<file path="src/rtl/exec_sequencer_pkg.sv">
// Shared configuration for the picoMIPS execution sequencer: state encoding,
// debounce defaults and board switch field positions.
package exec_sequencer_pkg;

    localparam int unsigned DEBOUNCE_CYCLES_DEF = 4;
    localparam int unsigned DB_W_DEF            = 4;
    localparam int unsigned P_SIZE_DEF          = 6;

    // SW[8] is the operator handshake, SW[7:0] the immediate operand field
    localparam int unsigned SW_HANDSHAKE = 8;
    localparam int unsigned SW_IMM_W     = 8;

    typedef enum logic [1:0] {
        RUN     = 2'd0,
        WAIT_HI = 2'd1,
        WAIT_LO = 2'd2,
        HALT    = 2'd3
    } seq_state_t;

endpackage

</file>
<file path="src/rtl/exec_sequencer_switch_debouncer.sv">
// Two-flop synchroniser plus saturating-run debouncer for the handshake switch.
// sw_db only flips after DEBOUNCE_CYCLES consecutive differing synchronised samples.
module exec_sequencer_switch_debouncer #(
    parameter int unsigned DEBOUNCE_CYCLES = 4,
    parameter int unsigned DB_W            = 4
) (
    input  logic clk,
    input  logic reset,
    input  logic sw_raw,
    output logic sw_db
);

    localparam logic [DB_W-1:0] CNT_LAST = DB_W'(DEBOUNCE_CYCLES - 1);

    logic [1:0]      sync_q;
    logic            sw_sync;
    logic [DB_W-1:0] cnt_q;

    always_ff @(posedge clk or posedge reset) begin
        if (reset) begin
            sync_q <= 2'b00;
        end else begin
            sync_q <= {sync_q[0], sw_raw};
        end
    end

    assign sw_sync = sync_q[1];

    // Counter only runs while the synchronised level disagrees with sw_db
    always_ff @(posedge clk or posedge reset) begin
        if (reset) begin
            cnt_q <= '0;
            sw_db <= 1'b0;
        end else if (sw_sync != sw_db) begin
            if (cnt_q == CNT_LAST) begin
                cnt_q <= '0;
                sw_db <= ~sw_db;
            end else begin
                cnt_q <= cnt_q + DB_W'(1);
            end
        end else begin
            cnt_q <= '0;
        end
    end

endmodule

</file>
<file path="src/rtl/exec_sequencer.sv">
// Execution sequencer: gates PC advance, stalls on wait-for-switch instructions,
// strobes the immediate capture and latches HALT.
module exec_sequencer
    import exec_sequencer_pkg::*;
#(
    parameter int unsigned P_SIZE          = P_SIZE_DEF,
    parameter int unsigned DEBOUNCE_CYCLES = DEBOUNCE_CYCLES_DEF,
    parameter int unsigned DB_W            = DB_W_DEF
) (
    input  logic       clk,
    input  logic       reset,
    input  logic       sw_handshake,
    input  logic       wait_req,
    input  logic       halt_req,
    output logic       pc_en,
    output logic       imm_capture,
    output logic       halted,
    output logic [1:0] seq_state,
    output logic       sw_db
);

    seq_state_t state_q;
    seq_state_t state_d;

    // Parameter sanity: debounce terminal count must fit the counter
    always_comb begin : param_check
        assert (P_SIZE >= 1 && DEBOUNCE_CYCLES >= 1 && DEBOUNCE_CYCLES < (1 << DB_W))
            else $error("exec_sequencer: illegal parameter combination");
    end

    exec_sequencer_switch_debouncer #(
        .DEBOUNCE_CYCLES (DEBOUNCE_CYCLES),
        .DB_W            (DB_W)
    ) u_debouncer (
        .clk    (clk),
        .reset  (reset),
        .sw_raw (sw_handshake),
        .sw_db  (sw_db)
    );

    always_ff @(posedge clk or posedge reset) begin
        if (reset) begin
            state_q <= RUN;
        end else begin
            state_q <= state_d;
        end
    end

    // HALT is absorbing; halt_req wins over wait_req in RUN
    always_comb begin
        state_d = state_q;
        case (state_q)
            RUN: begin
                if (halt_req) begin
                    state_d = HALT;
                end else if (wait_req) begin
                    state_d = WAIT_HI;
                end
            end
            WAIT_HI: begin
                if (sw_db) begin
                    state_d = WAIT_LO;
                end
            end
            WAIT_LO: begin
                if (!sw_db) begin
                    state_d = RUN;
                end
            end
            HALT:    state_d = HALT;
            default: state_d = RUN;
        endcase
    end

    // Strobes are held low for the whole reset assertion
    always_comb begin
        pc_en       = 1'b0;
        imm_capture = 1'b0;
        if (!reset) begin
            case (state_q)
                RUN:     pc_en       = !halt_req && !wait_req;
                WAIT_HI: imm_capture = sw_db;
                WAIT_LO: pc_en       = !sw_db;
                default: ;
            endcase
        end
    end

    assign halted    = (state_q == HALT);
    assign seq_state = state_q;

endmodule

</file>
<file path="config.mk">
export PLATFORM = sky130hd
export DESIGN_NAME = exec_sequencer
export DESIGN_NICKNAME = d
export VERILOG_FILES = /design/src/rtl/exec_sequencer_pkg.sv /design/src/rtl/exec_sequencer_switch_debouncer.sv /design/src/rtl/exec_sequencer.sv
export SDC_FILE = /design/constraint.sdc
export NUM_CORES = 1
export LEC_CHECK = 0
export BUFFER_PORTS_ARGS = -buffer_cell sky130_fd_sc_hd__buf_2
export CAP_MARGIN = 20
export CORE_MARGIN = 2
export CORE_UTILIZATION = 30
export DETAILED_ROUTE_END_ITERATION = 8
export GPL_ROUTABILITY_DRIVEN = 0
export PLACE_DENSITY = 0.49
export SLEW_MARGIN = 20
export SYNTH_ARGS = -nofsm -noshare
export SYNTH_HDL_FRONTEND = slang
export SYNTH_SLANG_ARGS = --single-unit
</file>
<file path="constraint.sdc">
create_clock -name clk -period 3.3 [get_ports clk]
set_input_delay 0.33 -clock clk [delete_from_list [all_inputs] [get_ports clk]]
set_output_delay 0.33 -clock clk [all_outputs]
set_load 0.01 [all_outputs]
</file>
==> results.yml <==
clock_tree:
  cts-resized-gates: 0
  cts_tree: "done"
  cts-hold-fix-buffers: 0
  cts_buffer_depth: 2
  postCtsSetupBuffers: 0
  clkLatencyLatePin_ps: 260
  ctsHtreeMaxLevel: 1
  numClockSinks: 9
  cts.reportedPaths.clkPinSlew_ps: 60
  cts_buffers: 3
  root_buffer: "clkbuf_4"
setup_path:
  arrival_ps: 1620
  critical_path.endpoint_type: "output port"
  required_time_worst_endpoint_ps: 2970
  worstPathMaxFanout: 4
  timing.setup.critical_path_class: "register to output port"
  worstSetupStartpoint: "seq_state[0]$_DFFE_PP0P_"
  crit_buf_inv: 2
  worst_path_dominant_cell_family: "flip-flops"
  critical_path.startpoint_type: "register"
  worstReg2RegStart: "seq_state[0]$_DFFE_PP0P_"
  crit_path_cell_trace: "inv_1 > ha_1 > or3b_4 > a21oi_1 > buf_2"
  max_stage_delay_on_crit_path_ps: 410
  reg2reg_setup_slack_ps: 1840
  crit_path_top_delay_cell: "dfrtp_1"
placed_design:
  dp_hpwl_um: 552
  port_buffers: 10
  placedCellCount: 64
sta:
  finalSetupViolCount: 0
  worst-slew-pin-transition_ps: 380
  timing.setup.tns_ps: 0
  finalMaxSlewViolations: 0
  clock.fmax_mhz: 512
  finalCriticalPeriod_ps: 1950
  post-route-period-util_pct: 59.2
  clock-skew-final_ps: 7.54
  timing.max_slew.rel_slack_pct: 74.7
  rsz_0062_raised_after_global_routing: "false"
  finalHoldViolations: 0
cells_and_area:
  stdcell_count: 68
  antenna_cells: 0
  multi_input_area_um2: 223
  nets: 63
  regArea_um2: 225
  drive_above_1_share_pct: 32.7
  area_growth_pct: 21.0
  nFillCells: 157
power_and_ir_drop:
  power_density_nw_per_um2: 516
  pwr-share-clk_pct: 29.9
  sequential_group_share_of_total_power_pct: 50.5
  p_leak_nw: 0.280
  cellInternalPower_mw: 0.205
  p_sw_mw: 0.0815
  max-vdd-ir-drop_mv: 0.261
  sw_frac_of_total_pct: 28.4
  combinationalPowerShare_pct: 19.6
synthesis:
  largest_cells_by_area_after_synthesis: "dfrtp_1 49%, ha_1 14%, mux2i_1 6.5%"
  postSynthAreaPerCell_um2: 12.1
  synthesis.area_um2: 459
  ys_types: 20
  synth_nets: 48
  yosysWarningCount: 0
  yosysSeqAreaShare_pct: 49.0
  synth_top_area_cell: "dfrtp_1"
  syn_inst: 38
  synth-seq-cells: 9
  synthDominantCellAreaShare_pct: 49.0
detailed_routing:
  first_pass_iters: 2
  average_wire_per_cell_in_the_routed_design_um: 10.3
  postRouteAntennaNets: 0
  viasPerCell: 4.47
  dr_total_vias: 304
  sum_of_routed_wire_length_over_all_layers_um: 703
  number_of_remaining_drc_errors: 0
  detail_route.iter0.violations: 1
floorplanning:
  std_cell_rows: 14
  design.portCount: 11
  die_area_um2: 1860
  start_util_pct: 31.2
  coreArea_um2: 1470
  die_w_um: 43.1
  die-height_um: 43.1
global_routing:
  grt_start_max_net_pins: 11
  first_global_vias: 309
  grtUsageTotal_pct: 10.3
  antenna_found_initial: 0
  grt_first_pass_wirelength_mm: 1.28
  grt_remaining_overflow: 0
outcome:
  status: "finished, final reports clean"
hold_path:
  hp-class: "primary input to asynchronous set/reset pin"
run:
  max_cap_viols: 0
## cells in the mapped netlist, drive strengths merged
| cell type | number |
|---|---|
| mux2 | 1 |
| dfrtp | 9 |
| inv | 3 |
| xor2 | 1 |
| a21oi | 2 |
| or2b | 1 |
| nand3 | 1 |
| nand2b | 2 |
| nor3b | 1 |
| mux2i | 3 |
| nand2 | 1 |
| nand3b | 1 |
| nor3 | 1 |
| xnor2 | 1 |
| nor2 | 1 |
| o31ai | 1 |
| ha | 5 |
| or3b | 1 |
| nor2b | 1 |
| and3 | 1 |
## stage by stage
step                      hold WS [ps]  util (%)  instance area (um^2)  setup WS (ps)  total power [mW]
after floorplan                    163         -                   459           1680             0.185
after global placement             333      36.0                   529           1640             0.205
after detailed placement           336      36.0                   529           1620             0.204
after CTS                         45.7      37.8                   556           1320             0.294
after global routing              77.6      37.8                   556           1220             0.313
final                             41.8      37.8                   556           1350             0.287
## logic make-up after synthesis
group | Yosys count | share of synthesized area, %
XOR/XNOR | 2 | 3.82
multiplexers | 4 | 8.99
flip-flops | 9 | 49.0
buffers and inverters | 3 | 2.45
AO/OA/AOI/OAI | 3 | 3.82
AND/OR/NAND/NOR | 12 | 18.3
adder cells (fa/ha/maj) | 5 | 13.6
## layout by cell type (no fill, tap or decap), types with 2 or more instances in the layout
cell	count
buf_2	10
dfrtp_1	9
ha_1	5
inv_1	3
mux2i_1	3
clkbuf_4	3
nand2b_1	2
a21oi_1	2
## sequential cells by signal (all words and copies together) (netlist names)
| register | flops |
|---|---|
| seq_state | 2 |
| u_debouncer.cnt_q | 4 |
| u_debouncer.sw_db | 1 |
| u_debouncer.sync_q | 2 |
## final cells by class
type                       count  area share [%]
timing repair buffer          10            9.01
sequential                     9            40.5
multi-input combinational     26            40.1
tap                           16            3.60
clock buffer                   4            4.73
inverter                       3            2.03
## final timing paths
check / endpoint / cells after the start
worst max-delay path: pc_en / 5
worst min-delay path: u_debouncer.sw_db$_DFFE_PP0P_ / 2
worst max register to register: seq_state[1]$_DFFE_PP0P_ / 5
worst min register to register: u_debouncer.sync_q[1]$_DFF_PP0_ / 0
max in group asynchronous: u_debouncer.sync_q[0]$_DFF_PP0_ / 2
min in group clk: u_debouncer.sync_q[0]$_DFF_PP0_ / 1
## per-layer routing
layer	track usage (%)	part of all wire, %
met3	6.38	4.1
met2	12.5	48
met5	0	0
met1	12.2	47
met4	9.09	1.1
## power by group through the flow
| stage | logic [mW] | registers [mW] | clock network, mW |
|---|---|---|---|
| after detailed placement | 0.0568 | 0.147 | 0 |
| after global placement | 0.0576 | 0.147 | 0 |
| after CTS | 0.0569 | 0.145 | 0.0921 |
| final | 0.0562 | 0.145 | 0.0856 |
| after floorplan | 0.0379 | 0.147 | 0 |
| after global routing | 0.0664 | 0.149 | 0.0982 |
Note: power is estimated with default switching activity, not from simulation.
